`config.mk`:
```
export PLATFORM = sky130hd
export DESIGN_NAME = dsi_link_sched
export DESIGN_NICKNAME = d
export VERILOG_FILES = /design/src/rtl/dsi_link_sched.sv
export SDC_FILE = /design/constraint.sdc
export NUM_CORES = 1
export LEC_CHECK = 0
export BUFFER_PORTS_ARGS = -buffer_cell sky130_fd_sc_hd__clkbuf_2
export CAP_MARGIN = 20
export CORE_UTILIZATION = 50
export CTS_CLUSTER_SIZE = 14
export DETAILED_ROUTE_END_ITERATION = 6
export PLACE_DENSITY = 0.8
export SLEW_MARGIN = 20
export SYNTH_ARGS = -nofsm -noshare
export SYNTH_HDL_FRONTEND = slang
export SYNTH_SLANG_ARGS = --single-unit
```
`constraint.sdc`:
```
create_clock -name byte_clk -period 2.5 [get_ports byte_clk]
set_clock_uncertainty 0.05 [all_clocks]
set_input_delay 0.25 -clock byte_clk [delete_from_list [all_inputs] [get_ports byte_clk]]
set_output_delay 0.25 -clock byte_clk [all_outputs]
set_load 0.01 [all_outputs]
```
`src/rtl/dsi_link_sched.sv`:
```
// rtl/dsi_link_sched.sv - DSI lane power-state scheduler for HS bursts
//
// Sequences the clock lane and data lanes in and out of HS mode around each
// burst from the packet source, and enforces a minimum LP gap between bursts.
// Every lane handshake wait is bounded; on expiry the block parks in ERR.
//
// Ports
//   byte_clk, byte_rst         : clock, async active-high reset
//   in_data/in_valid/in_last   : payload stream from the packet source
//   in_ready                   : payload accept (STREAM only, combinational)
//   cl_hs_req/cl_hs_rdy/cl_idle: clock lane HS handshake and LP11 status
//   cl_enable                  : clock toggling enable
//   dl_hs_req/dl_hs_rdy/dl_idle: data lanes HS handshake and LP11 status
//   out_data/out_valid         : words to the data-lane serializers
//   busy, err, err_clr         : status, sticky timeout flag, its clear
//   burst_cnt                  : completed bursts, wraps at 2^16
module dsi_link_sched #(
  parameter int unsigned LP_GAP  = 8,
  parameter int unsigned TIMEOUT = 1023
) (
  input  logic        byte_clk,
  input  logic        byte_rst,
  input  logic [31:0] in_data,
  input  logic        in_valid,
  input  logic        in_last,
  output logic        in_ready,
  output logic        cl_hs_req,
  input  logic        cl_hs_rdy,
  input  logic        cl_idle,
  output logic        cl_enable,
  output logic        dl_hs_req,
  input  logic        dl_hs_rdy,
  input  logic        dl_idle,
  output logic [31:0] out_data,
  output logic        out_valid,
  output logic        busy,
  output logic        err,
  input  logic        err_clr,
  output logic [15:0] burst_cnt
);

  typedef enum logic [2:0] {
    S_IDLE,
    S_CLK_UP,
    S_DATA_UP,
    S_STREAM,
    S_DATA_DOWN,
    S_CLK_DOWN,
    S_GAP,
    S_ERR
  } state_t;

  localparam logic [15:0] TIMEOUT_W   = 16'(TIMEOUT);
  localparam logic [7:0]  GAP_LAST    = 8'(LP_GAP - 1);

  state_t      state_q, state_d;
  logic [15:0] wait_cnt_q, wait_cnt_d;
  logic [7:0]  gap_cnt_q, gap_cnt_d;
  logic [15:0] burst_cnt_q, burst_cnt_d;
  logic        cl_hs_req_q, cl_hs_req_d;
  logic        dl_hs_req_q, dl_hs_req_d;
  logic        cl_enable_q, cl_enable_d;
  logic        busy_q, busy_d;
  logic        err_q, err_d;

  logic        timed_out;
  logic        waiting;

  // State and registered-output flops
  always_ff @(posedge byte_clk or posedge byte_rst) begin
    if (byte_rst) begin
      state_q     <= S_IDLE;
      wait_cnt_q  <= '0;
      gap_cnt_q   <= '0;
      burst_cnt_q <= '0;
      cl_hs_req_q <= 1'b0;
      dl_hs_req_q <= 1'b0;
      cl_enable_q <= 1'b0;
      busy_q      <= 1'b0;
      err_q       <= 1'b0;
    end else begin
      state_q     <= state_d;
      wait_cnt_q  <= wait_cnt_d;
      gap_cnt_q   <= gap_cnt_d;
      burst_cnt_q <= burst_cnt_d;
      cl_hs_req_q <= cl_hs_req_d;
      dl_hs_req_q <= dl_hs_req_d;
      cl_enable_q <= cl_enable_d;
      busy_q      <= busy_d;
      err_q       <= err_d;
    end
  end

  // Next state and counters. Handshakes are tested before the timeout so a
  // response landing on the final wait cycle still wins.
  always_comb begin
    state_d     = state_q;
    burst_cnt_d = burst_cnt_q;
    timed_out   = (wait_cnt_q == TIMEOUT_W);
    waiting     = 1'b0;

    case (state_q)
      S_IDLE: begin
        if (in_valid) state_d = S_CLK_UP;
      end
      S_CLK_UP: begin
        waiting = 1'b1;
        if (cl_hs_rdy)      state_d = S_DATA_UP;
        else if (timed_out) state_d = S_ERR;
      end
      S_DATA_UP: begin
        waiting = 1'b1;
        if (dl_hs_rdy)      state_d = S_STREAM;
        else if (timed_out) state_d = S_ERR;
      end
      S_STREAM: begin
        // in_ready is 1 throughout STREAM, so in_valid alone is a transfer
        if (in_valid && in_last) state_d = S_DATA_DOWN;
      end
      S_DATA_DOWN: begin
        waiting = 1'b1;
        if (dl_idle)        state_d = S_CLK_DOWN;
        else if (timed_out) state_d = S_ERR;
      end
      S_CLK_DOWN: begin
        waiting = 1'b1;
        if (cl_idle) begin
          state_d     = S_GAP;
          burst_cnt_d = burst_cnt_q + 16'd1;
        end else if (timed_out) begin
          state_d = S_ERR;
        end
      end
      S_GAP: begin
        if (gap_cnt_q == GAP_LAST) state_d = S_IDLE;
      end
      S_ERR: begin
        if (err_clr && cl_idle && dl_idle) state_d = S_GAP;
      end
      default: state_d = S_IDLE;
    endcase

    // Both counters restart on any state entry
    if (state_d != state_q) begin
      wait_cnt_d = '0;
      gap_cnt_d  = '0;
    end else begin
      wait_cnt_d = waiting ? wait_cnt_q + 16'd1 : wait_cnt_q;
      gap_cnt_d  = (state_q == S_GAP) ? gap_cnt_q + 8'd1 : gap_cnt_q;
    end
  end

  // Registered outputs are decoded from the next state so they change on
  // the same edge as the state they belong to.
  always_comb begin
    cl_hs_req_d = 1'b0;
    dl_hs_req_d = 1'b0;
    cl_enable_d = 1'b0;
    busy_d      = (state_d != S_IDLE);
    err_d       = (state_d == S_ERR);
    case (state_d)
      S_CLK_UP: begin
        cl_hs_req_d = 1'b1;
      end
      S_DATA_UP: begin
        cl_hs_req_d = 1'b1;
        dl_hs_req_d = 1'b1;
      end
      S_STREAM: begin
        cl_hs_req_d = 1'b1;
        dl_hs_req_d = 1'b1;
        cl_enable_d = 1'b1;
      end
      S_DATA_DOWN: begin
        // Clock keeps running until the data lanes have settled in LP11
        cl_hs_req_d = 1'b1;
        cl_enable_d = 1'b1;
      end
      default: begin
        cl_hs_req_d = 1'b0;
      end
    endcase
  end

  // Zero-latency pass-through while streaming
  assign in_ready  = (state_q == S_STREAM);
  assign out_valid = in_ready & in_valid;
  assign out_data  = in_ready ? in_data : 32'd0;

  assign cl_hs_req = cl_hs_req_q;
  assign dl_hs_req = dl_hs_req_q;
  assign cl_enable = cl_enable_q;
  assign busy      = busy_q;
  assign err       = err_q;
  assign burst_cnt = burst_cnt_q;

endmodule

```
==> results.py <==
metrics = {
    "yosys": {
        "yosys_warnings": 0,
        "synth_edf_count": 0,
        "yosysSeqAreaShare": 0.450,
        "async_flop_share": 1.00,
        "ys.flop_type": "dfrtp_1",
        "synth_top_family_by_area": "simple AND/OR/NAND/NOR gates",
        "synthSimpleGateAreaFrac": 0.295,
        "synth_xor_area_frac": 0.125,
        "syn_area_um2": 2670,
        "synth_cells": 283,
        "synth_compound_area_frac": 0.0685,
        "muxShareOfSynthArea": 0.0122,
        "netlist-cell-type-count": 46,
        "synth_adder_area_share": 0.0141,
        "avgSynthCellArea_um2": 9.43,
        "ys_seq_elements": 48,
        "syn_nets": 327,
    },
    "detailed_routing": {
        "wl_met3_um": 290,
        "wl_met2_um": 2910,
        "drt_wl_total_um": 5500,
        "viasPerCell": 5.13,
        "antenna_left": 0,
        "initialDrtViolationCount": 81,
        "highest_layer": "met4",
        "drc": 0,
        "wl_met1_um": 2200,
        "wl_per_cell_um": 12.2,
        "vias": 2302,
        "firstDrtPassIters": 4,
    },
    "critical_path": {
        "max_stage_delay_ns": 0.58,
        "critPathCaptureType": "register",
        "rr_startpoint": "state_q[2]",
        "crit_arrival_ns": 2.45,
        "cp-startpoint": "state_q[2]",
        "cp_common_cell": "nor2_1",
        "start_kind": "register",
        "crit_chain": "inv_1, nor2_1, o21ai_0, a21oi_1, or4b_1, buf_4, nor2_1",
        "crit_required_ns": 2.68,
        "ff2ff_path_depth": 7,
        "r2r-end": "wait_cnt_q[15]",
        "path_max_fanout": 24,
        "endpoint": "wait_cnt_q[15]",
        "r2r_slack_ns": 0.23,
        "cpMaxStageDelayCell": "dfrtp_1",
        "critical_path_class": "reg -> reg",
    },
    "timing": {
        "rsz0062_at_grt": "no",
        "finalSetupViolations": 0,
        "drv_slew": 0,
        "relSlewSlack": 0.613,
        "fmax_ghz": 0.440,
        "hold_violations": 0,
        "worst_pin_slew_ns": 0.581,
        "layout_min_cycle_time_ns": 2.27,
        "fin_crit_sh": 0.910,
        "fin_tns_setup_ns": 0,
    },
    "placement": {
        "routabilityCongestion": 0.891,
        "hpwl_um": 4240,
        "port_buffers": 95,
    },
    "global_route": {
        "track_usage": 0.205,
        "grt_pass1_wl_um": 8710,
        "grt_pass1_vias": 2115,
        "grt_max_degree": 49,
        "globalRoute.totalOverflow": 0,
        "antenna_found_initial": 0,
    },
    "pwr": {
        "p_per_area_nw_per_um2": 770,
        "peakVddDrop_v": 0.000612,
        "power_uw": 2530,
        "p_leak_uw": 0.00164,
    },
    "clock_network": {
        "clockBufferDepth": 2,
        "clkTransAtPathRegs_ns": 0.08,
        "clock_sinks": 48,
        "post-cts-setup-buffer-count": 0,
        "cts-buffers-inserted": 5,
        "tritoncts": "yes",
        "cts-root-buf": "clkbuf_8",
        "clock_latency_ns": 0.30,
        "htree_levels": 2,
        "cts_resized": 0,
        "hold_buffers": 0,
    },
    "floorplanning": {
        "die_width_um": 75.0,
        "fp.dieArea_um2": 5630,
        "start_util": 0.522,
        "die_y_um": 75.0,
        "coreArea_um2": 5110,
        "ios": 96,
        "rows": 26,
    },
    "job": {
        "maxCapViolCount": 0,
    },
    "layout": {
        "layout_common_cells": "clkbuf_2, dfrtp_1, and2_1, nor2_1, nand2_1",
        "post_route_cells_drive_above_1_share": 0.306,
        "layout_commonest_cell": "clkbuf_2",
        "syn_to_final_growth_pct": 23.0,
        "antennaDiodeCount": 0,
        "nNetsFinal": 423,
    },
    "status": {
        "status": "finished, final reports clean",
    },
    "hold_path": {
        "min_path_type": "in -> async",
    },
}
[cell families after synthesis]
family | count (synthesis)
DFF | 48
muxes | 3
xor gates and xnor gates | 38
adders and majority gates | 3
buffers and inverters | 17
AOI/OAI and AO/OA | 28
and+or+nand+nor | 146
[layer usage]
layer	global-route usage	vias up
met5	0	-
met4	0.0964	0
met3	0.0402	7
met2	0.375	83
met1	0.229	1068
li1	-	1144
[cell type report]
cell class | instances | area, µm²
fillers | 450 | 1830
multi-input cells | 218 | 1370
flip-flops and latches | 48 | 1200
repair buffers | 101 | 520
well taps | 70 | 87.6
clock buffers | 5 | 68.8
inverters | 5 | 18.8
clock inverters | 2 | 12.5
[Yosys cell counts (6+ instances only)]
cell type   n  area, µm²
dfrtp_1    48       1200
and2_1     38        238
nor2_1     37        139
nand2_1    22       82.6
xor2_1     21        184
xnor2_1    17        149
nand4_1    11       68.8
nand3_1     9       45.0
a21oi_1     7       35.0
o21ai_0     6       30.0
[through the flow]
step,cell area (µm²),worst slack [ns],instances,hold WS (ns),utilization
final,3280,0.225,449,0.0254,0.642
after floorplan,2670,0.495,283,0.447,-
after global routing,3280,0.0431,449,0.0854,0.642
after global placement,3200,0.268,442,0.355,0.626
after detailed placement,3200,0.233,442,0.371,0.626
after CTS,3280,0.231,449,0.0406,0.642
[sequential cells by signal, summed over array words and instances, names as in the netlist]
register and count:
err 1, dl_hs_req 1, cl_hs_req 1, busy 1, cl_enable 1, gap_cnt_q 8
burst_cnt 16, wait_cnt_q 16, state_q 3
[critical path: cells and delay by family, from the launching register on]
kind	cells	cell delay (ns)
and+or+nand+nor	3	0.70
DFF	1	0.58
buffers and inverters	2	0.50
AOI/OAI and AO/OA	2	0.37
[how the worst min path moves through the flow]
stage / slack, ns / start / to
floorplan: 0.45 / wait_cnt_q[3] / wait_cnt_q[3]
global placement: 0.35 / byte_rst / wait_cnt_q[9]
detailed placement: 0.37 / byte_rst / wait_cnt_q[9]
CTS: 0.04 / byte_rst / wait_cnt_q[4]
global route: 0.09 / byte_rst / state_q[0]
finish: 0.03 / byte_rst / wait_cnt_q[4]
[report_power, final]
group          switching [µW]  internal (µW)
Sequential                113            854
Combinational             644            479
Clock                     246            189
Total                    1000           1520
Note: power is estimated with default switching activity, not from simulation.
